===== config.mk =====
export PLATFORM = sky130hd
export DESIGN_NAME = if_fetch_queue
export DESIGN_NICKNAME = d
export VERILOG_FILES = /design/src/rtl/if_fetch_queue.sv
export SDC_FILE = /design/constraint.sdc
export NUM_CORES = 1
export LEC_CHECK = 0
export ABC_AREA = 1
export BUFFER_PORTS_ARGS = -buffer_cell sky130_fd_sc_hd__buf_2
export CAP_MARGIN = 10
export CORE_MARGIN = 2
export CORE_UTILIZATION = 55
export DETAILED_ROUTE_END_ITERATION = 10
export PLACE_DENSITY = 0.76
export SLEW_MARGIN = 20
export SYNTH_ARGS = -nofsm -noshare
export SYNTH_HDL_FRONTEND = slang
export SYNTH_SLANG_ARGS = --single-unit

===== constraint.sdc =====
create_clock -name clk -period 11.3 [get_ports clk]
set_input_delay 0.565 -clock clk [delete_from_list [all_inputs] [get_ports clk]]
set_output_delay 0.565 -clock clk [all_outputs]
set_load 0.01 [all_outputs]

===== src/rtl/if_fetch_queue.sv =====
// ----------------------------------------------------------------------------
// if_fetch_queue
//
// Instruction fetch queue between the PC/IM fetch stage and decode of the
// pipelined MIPS core. Fetched {pc, instr} pairs are captured in a small
// circular FIFO and the oldest entry is offered to decode through a
// valid/ready handshake. in_ready depends only on occupancy, so there is no
// combinational path from decode back into fetch. pc_stop holds the PC while
// the queue is full. A redirect (flush) drops every queued entry.
//
// Optional build macro: IFQ_ADEL_CHECK_EN
//   When defined, each entry also carries a 5-bit exception code. Pushes of a
//   misaligned or out-of-range PC are tagged AdEL (5'd4) and their instruction
//   is replaced by a nop (32'h0). The code is presented on out_exc.
// ----------------------------------------------------------------------------
module if_fetch_queue #(
    parameter int          DEPTH    = 4,
    parameter int          PTR_W    = 2,
    parameter logic [31:0] PC_BASE  = 32'h00003000,
    parameter logic [31:0] PC_LIMIT = 32'h00006FFC
) (
    input  logic             clk,
    input  logic             reset,
    input  logic             in_valid,
    input  logic [31:0]      in_pc,
    input  logic [31:0]      in_instr,
    output logic             in_ready,
    output logic             pc_stop,
    output logic             out_valid,
    output logic [31:0]      out_pc,
    output logic [31:0]      out_instr,
    input  logic             out_ready,
    input  logic             flush,
    output logic [PTR_W:0]   count
`ifdef IFQ_ADEL_CHECK_EN
    ,
    output logic [4:0]       out_exc
`endif
);

    localparam logic [PTR_W:0]   CNT_FULL = (PTR_W + 1)'(DEPTH);
    localparam logic [PTR_W:0]   CNT_ONE  = (PTR_W + 1)'(1);
    localparam logic [PTR_W-1:0] PTR_ONE  = PTR_W'(1);
    localparam logic [4:0]       EXC_ADEL = 5'd4;
    localparam logic [4:0]       EXC_NONE = 5'd0;

    // Reject configurations the pointer arithmetic cannot support: the
    // pointers wrap naturally only when DEPTH is exactly 2**PTR_W.
    generate
        if ((DEPTH < 2) || ((DEPTH & (DEPTH - 1)) != 0) ||
            ((1 << PTR_W) != DEPTH) || (PC_BASE > PC_LIMIT)) begin : g_bad_cfg
            $error("if_fetch_queue: inconsistent DEPTH/PTR_W/PC range parameters");
        end
    endgenerate

    // ------------------------------------------------------------------
    // Storage and control state
    // ------------------------------------------------------------------
    logic [31:0]      pc_mem    [DEPTH];
    logic [31:0]      instr_mem [DEPTH];

    logic [PTR_W-1:0] rd_ptr;
    logic [PTR_W-1:0] wr_ptr;
    logic [PTR_W:0]   cnt;

    logic             full;
    logic             empty;
    logic             push;
    logic             pop;

    // Value actually written into the instruction slot on a push.
    logic [31:0]      wr_instr;

`ifdef IFQ_ADEL_CHECK_EN
    logic [4:0]       exc_mem [DEPTH];
    logic [4:0]       wr_exc;

    // Classify the incoming PC: misaligned or outside the legal text window
    // raises AdEL and the fetched word is replaced by a nop.
    always_comb begin
        wr_exc   = EXC_NONE;
        wr_instr = in_instr;
        if ((in_pc[1:0] != 2'b00) || (in_pc < PC_BASE) || (in_pc > PC_LIMIT)) begin
            wr_exc   = EXC_ADEL;
            wr_instr = 32'h0;
        end
    end
`else
    assign wr_instr = in_instr;
`endif

    // ------------------------------------------------------------------
    // Flags and handshake
    // ------------------------------------------------------------------
    assign full      = (cnt == CNT_FULL);
    assign empty     = (cnt == '0);

    assign in_ready  = ~full;
    assign pc_stop   = full;
    assign out_valid = ~empty;

    assign push      = in_valid & in_ready;
    assign pop       = out_valid & out_ready;

    assign count     = cnt;

    // Pointer and occupancy update; reset outranks flush, flush outranks any
    // same-cycle push or pop.
    always_ff @(posedge clk) begin
        if (reset) begin
            rd_ptr <= '0;
            wr_ptr <= '0;
            cnt    <= '0;
        end else if (flush) begin
            rd_ptr <= '0;
            wr_ptr <= '0;
            cnt    <= '0;
        end else begin
            if (push) begin
                wr_ptr <= wr_ptr + PTR_ONE;
            end
            if (pop) begin
                rd_ptr <= rd_ptr + PTR_ONE;
            end
            case ({push, pop})
                2'b10:   cnt <= cnt + CNT_ONE;
                2'b01:   cnt <= cnt - CNT_ONE;
                default: cnt <= cnt;
            endcase
        end
    end

    // Entry payload write; contents are meaningful only between rd_ptr and
    // wr_ptr, so the payload needs no reset and may be written during flush.
    always_ff @(posedge clk) begin
        if (push) begin
            pc_mem[wr_ptr]    <= in_pc;
            instr_mem[wr_ptr] <= wr_instr;
`ifdef IFQ_ADEL_CHECK_EN
            exc_mem[wr_ptr]   <= wr_exc;
`endif
        end
    end

    // Head entry to decode; an empty queue reads as a nop at address zero.
    always_comb begin
        out_pc    = 32'h0;
        out_instr = 32'h0;
`ifdef IFQ_ADEL_CHECK_EN
        out_exc   = EXC_NONE;
`endif
        if (!empty) begin
            out_pc    = pc_mem[rd_ptr];
            out_instr = instr_mem[rd_ptr];
`ifdef IFQ_ADEL_CHECK_EN
            out_exc   = exc_mem[rd_ptr];
`endif
        end
    end

endmodule


## After elaboration in Yosys (flattened, before gate mapping)

Memories as Yosys holds them, arrays and structs flattened. A register that Yosys moved wholly into a read port is not among the register bits.
Index checks and enable logic that the tools add are counted.

- Register bits after elaboration: 7
- Word-level logic and storage cells: 28
- Memories kept: 2
- Output and inout port bits: 70
- RAM bits: 256

- Reduce and logical (&&, ||, !) cells: 3
- Add/sub/neg operators: 4
- Bitwise gates (word level): 4
- Equal/unequal tests: 3
- Multiplexer cells: 9

Memory list:

| memory | words | width | read ports | clocked after memory_dff | wr ports | RTL line | RTL |
|---|---|---|---|---|---|---|---|
| instr_mem | 4 | 32 | 1 | 1 | 1 | 60 | `logic [31:0] instr_mem [DEPTH];` |
| pc_mem | 4 | 32 | 1 | 1 | 1 | 59 | `logic [31:0] pc_mem [DEPTH];` |

Operators by type and width:

| kind | count |
|---|---|
| 2-to-1 mux 32 bit | 2 |
| 2-to-1 mux 2 bit | 4 |
| case mux 3 bit (2 select lines) | 1 |
| adder 2 x 1 -> 2 bit (second input constant) | 2 |
| adder 3 x 1 -> 3 bit (second input constant) | 1 |
| equality test 3 bit (second input constant) | 1 |
| logical NOT 3 bit | 1 |
| subtractor 3 x 1 -> 3 bit (second input constant) | 1 |
| AND 1 bit | 2 |
| equality test 2 x 1 -> 1 bit (second input constant) | 1 |
| equality test 2 bit (second input constant) | 1 |
| 2-to-1 mux 1 bit | 2 |
| inverter 1 bit | 2 |
| nonzero test 2 bit | 1 |
| OR reduction 2 bit | 1 |

## Logic depth before layout (Yosys ltp)

- Depth in word-level cells: 5
- Depth in mapped cells: 13
- Mapped depth without buffers: 13

## Worst setup path before layout

No wires, ideal clock.

- Kind: reg-to-reg
- Start point: register cnt[1] (netlist: count[1])
- End point: memory instr_mem[0][0] (enable)
- Data arrival time: 3502 ps
- Cell stages (with the launch flop): 5
- Path slack: 7312 ps
- Setup time: 487 ps
- Path through: dfxtp_1 nor2_1 nand2_1 nand2_1 nor2_1

- Cells in the longest elaborated chain, start to end: 5

Ends and longest elaborated chain:

| what | RTL line | RTL |
|---|---|---|
| from (decl) | 64 | `logic [PTR_W:0] cnt;` |
| from (signal assigned) | 126 | `2'b10: cnt <= cnt + CNT_ONE;` |
| from (signal assigned) | 127 | `2'b01: cnt <= cnt - CNT_ONE;` |
| from (signal assigned) | 128 | `default: cnt <= cnt;` |
| equality test 3 bit | 95 | `assign full = (cnt == CNT_FULL);` |
| inverter 1 bit | 98 | `assign in_ready = ~full;` |
| named net in_ready | 27 | `output logic in_ready,` |
| AND 1 bit | 102 | `assign push = in_valid & in_ready;` |
| 2-to-1 mux 1 bit | 136 | `if (push) begin` |
| 2-to-1 mux 1 bit (implied by the code) | 138 | `instr_mem[wr_ptr] <= wr_instr;` |
| to (decl) | 60 |  |

The timed path passes the listed nets, and every way through them passes these cells.

==> out/metrics.cfg <==
[power]
peakVddDrop_uv=126
power.total_mw=2.03
p_leak_nw=4.41
powerDensity_mw_per_mm2=169

[clock_network]
numCtsBuffers=26
clockRootBuffer=clkbuf_16
cts_setup_buffers=0
clkLatencyLatePin_ps=510
clk_pin_slew_worst_paths_ps=60
htree_num_levels=1
cts_tree=yes
cts_resized=0
hold_buffers=0
clock_path_buffers=3
cts.sinks=265

[logic_synthesis]
syn_avg_cell_area_um2=12.6
yosysSeqAreaShare_pct=75.6
synth_area_mm2=0.0104
synth_cells=825
ys_ff_latch=265
yosys_warnings=0
synth.distinct_cells=17
syn_nets=900

[critical_path]
critical_path.reg2reg.startpoint=count[0]$_SDFFE_PP0P_
rrSetupSlack_ps=8450
cp-start-kind=flip-flop
slowest_stage=dfxtp_4
worstSetupPathType=reg -> out
critPathRequiredTime_ps=10740
cp_cell_sequence=clkinv_2, buf_4, o21ai_0, a21oi_1, buf_2
reg2regPathDepth=5
slowest_delay_ps=740
reg2reg_to=instr_mem[0][2]$_DFFE_PP_
worstPathArrival_ps=3200
worst_setup_path_end_kind=primary output
cp_max_fo=76

[placement]
place_congestion=0.721
port_buffers=138
hpwl_um=11800

[grt]
grt_pass1_wl_um=32500
gr-usage-all-layers_pct=20.6
antenna_found_initial=5
overflow=0
grt_max_degree=77
grt_pass1_vias=6385

[worst_hold_path]
worstHoldStart=in_instr[19]
hold-path-cell-count=1
whs_endpoint=instr_mem[3][19]$_DFFE_PP_
holdCritPathClass=in -> reg

[sta]
max_freq_mhz=266
fin_crit_sh_pct=33.3
slew_viol_final=0
period_needed_ps=3760
setup_viol=0
tightest_slew_ps=1080
finalHoldViolCount=0
rsz0062_at_grt=no
relSlewSlack_pct=27.8
finalSetupTns_ps=0
worst_clock_skew_ps=6.35

[floorplanning]
core_region_area_mm2=0.0186
initial_utilization_pct=55.8
fp-row-count=50
io_pins=139
die-area_mm2=0.0200
die_y_um=142
die_w_um=142

[detailed_routing]
drtIter0Drc=540
drc=0
vias_per_cell=5.43
avgRoutedWirePerCell_um=17.4
drt_pre_antenna_iters=5
ant_nets=0
totalWireLength_um=21100
via_count=6577

[job]
max_cap_violations=0

[final_layout]
synthToLayoutAreaGrowth_pct=15.2
utilization_pct=64.3
drive_above_1_share_pct=19.1
fin_nets=1028

[status]
status=finished clean

[synth_stat cells, drive strengths merged]
cell	n	area (um^2)
fa	1	20.0
clkbuf	12	45.0
inv	20	75.1
a21oi	69	345
dfxtp	9	180
nand3	5	25.0
edfxtp	256	7690
nand2	17	63.8
nor2	267	1000
buf	35	256
ha	5	62.6
o21ai	129	646
[worst max-delay path: cells and delay by family, from the launching register on]
| kind | cells | cell delay, ps |
|---|---|---|
| flip-flops | 1 | 740 |
| AO/OA/AOI/OAI | 2 | 420 |
| buffers and inverters | 3 | 1460 |
[kinds of logic (layout without fill, tap and decap cells)]
group	after synthesis	in the layout	share of synthesized area, %
AND/OR/NAND/NOR	289	289	10.5
flip-flops	265	265	75.6
AO/OA/AOI/OAI	198	198	9.52
buffers and inverters	67	214	3.62
adder cells (fa/ha/maj)	6	6	0.793
other	0	5	0
[per-layer routing]
| metal | wire [um] | vias up | global-route usage [%] |
|---|---|---|---|
| met2 | 10500 | 220 | 36.2 |
| met3 | 1350 | 36 | 3.71 |
| met4 | 441 | 2 | 5.32 |
| li1 | - | 3162 | - |
| met1 | 8770 | 3157 | 27.0 |
| met5 | 12 | - | 0 |
[through the flow]
| step | cell area [um^2] | setup slack [ps] | hold slack, ps | std cells |
|---|---|---|---|---|
| after floorplan | 10400 | 7310 | 464 | 825 |
| after global placement | 11200 | 8130 | 478 | 1159 |
| after detailed placement | 11200 | 8040 | 490 | 1159 |
| after CTS | 12000 | 7490 | 245 | 1206 |
| after global routing | 12000 | 7250 | 243 | 1209 |
| final | 12000 | 7540 | 261 | 1211 |
[worst max-delay path by stage]
stage / end / slack, ps / cells past startpoint
final: out_instr[14] / 7540 / 5
after global routing: out_instr[11] / 7250 / 5
after CTS: out_instr[14] / 7490 / 5
after detailed placement: out_instr[14] / 8040 / 5
after global placement: out_pc[25] / 8130 / 5
after floorplan: instr_mem[0][0]$_DFFE_PP_ / 7310 / 4
[layout by cell type (no fill, tap or decap)]
cell and count:
a21oi_1 69, buf_2 138, buf_4 9, bufinv_16 1, clkbuf_1 10, clkbuf_16 27
clkinv_1 7, clkinv_2 3, dfxtp_1 7, dfxtp_2 1, dfxtp_4 1, diode_2 5
edfxtp_1 256, fa_1 1, ha_1 5, inv_1 17, inv_2 2, nand2_1 17
nand3_1 5, nor2_1 263, nor2_4 4, o21ai_0 119, o21ai_1 10
[final cells by class]
cell class	count	area, um^2
Sequential cell	265	7870
Fill cell	1417	6660
Multi-Input combinational cell	493	2190
Timing Repair Buffer	147	758
Clock buffer	37	713
Tap cell	234	293
Inverter	20	76.3
Clock inverter	10	66.3
Antenna cell	5	12.5
[sequential cells by signal, indices dropped and copies added, names as in the netlist, named ones only]
signal,count
pc_mem,128
instr_mem,128
count,3
wr_ptr,2
rd_ptr,2
[power breakdown]
part           switching [mW]  leakage [nW]  internal (mW)
combinational          0.0877          1.61         0.0417
clock                   0.329         0.377          0.459
sequential            0.00786          2.43           1.10
Power figures use the tool's default switching activity.
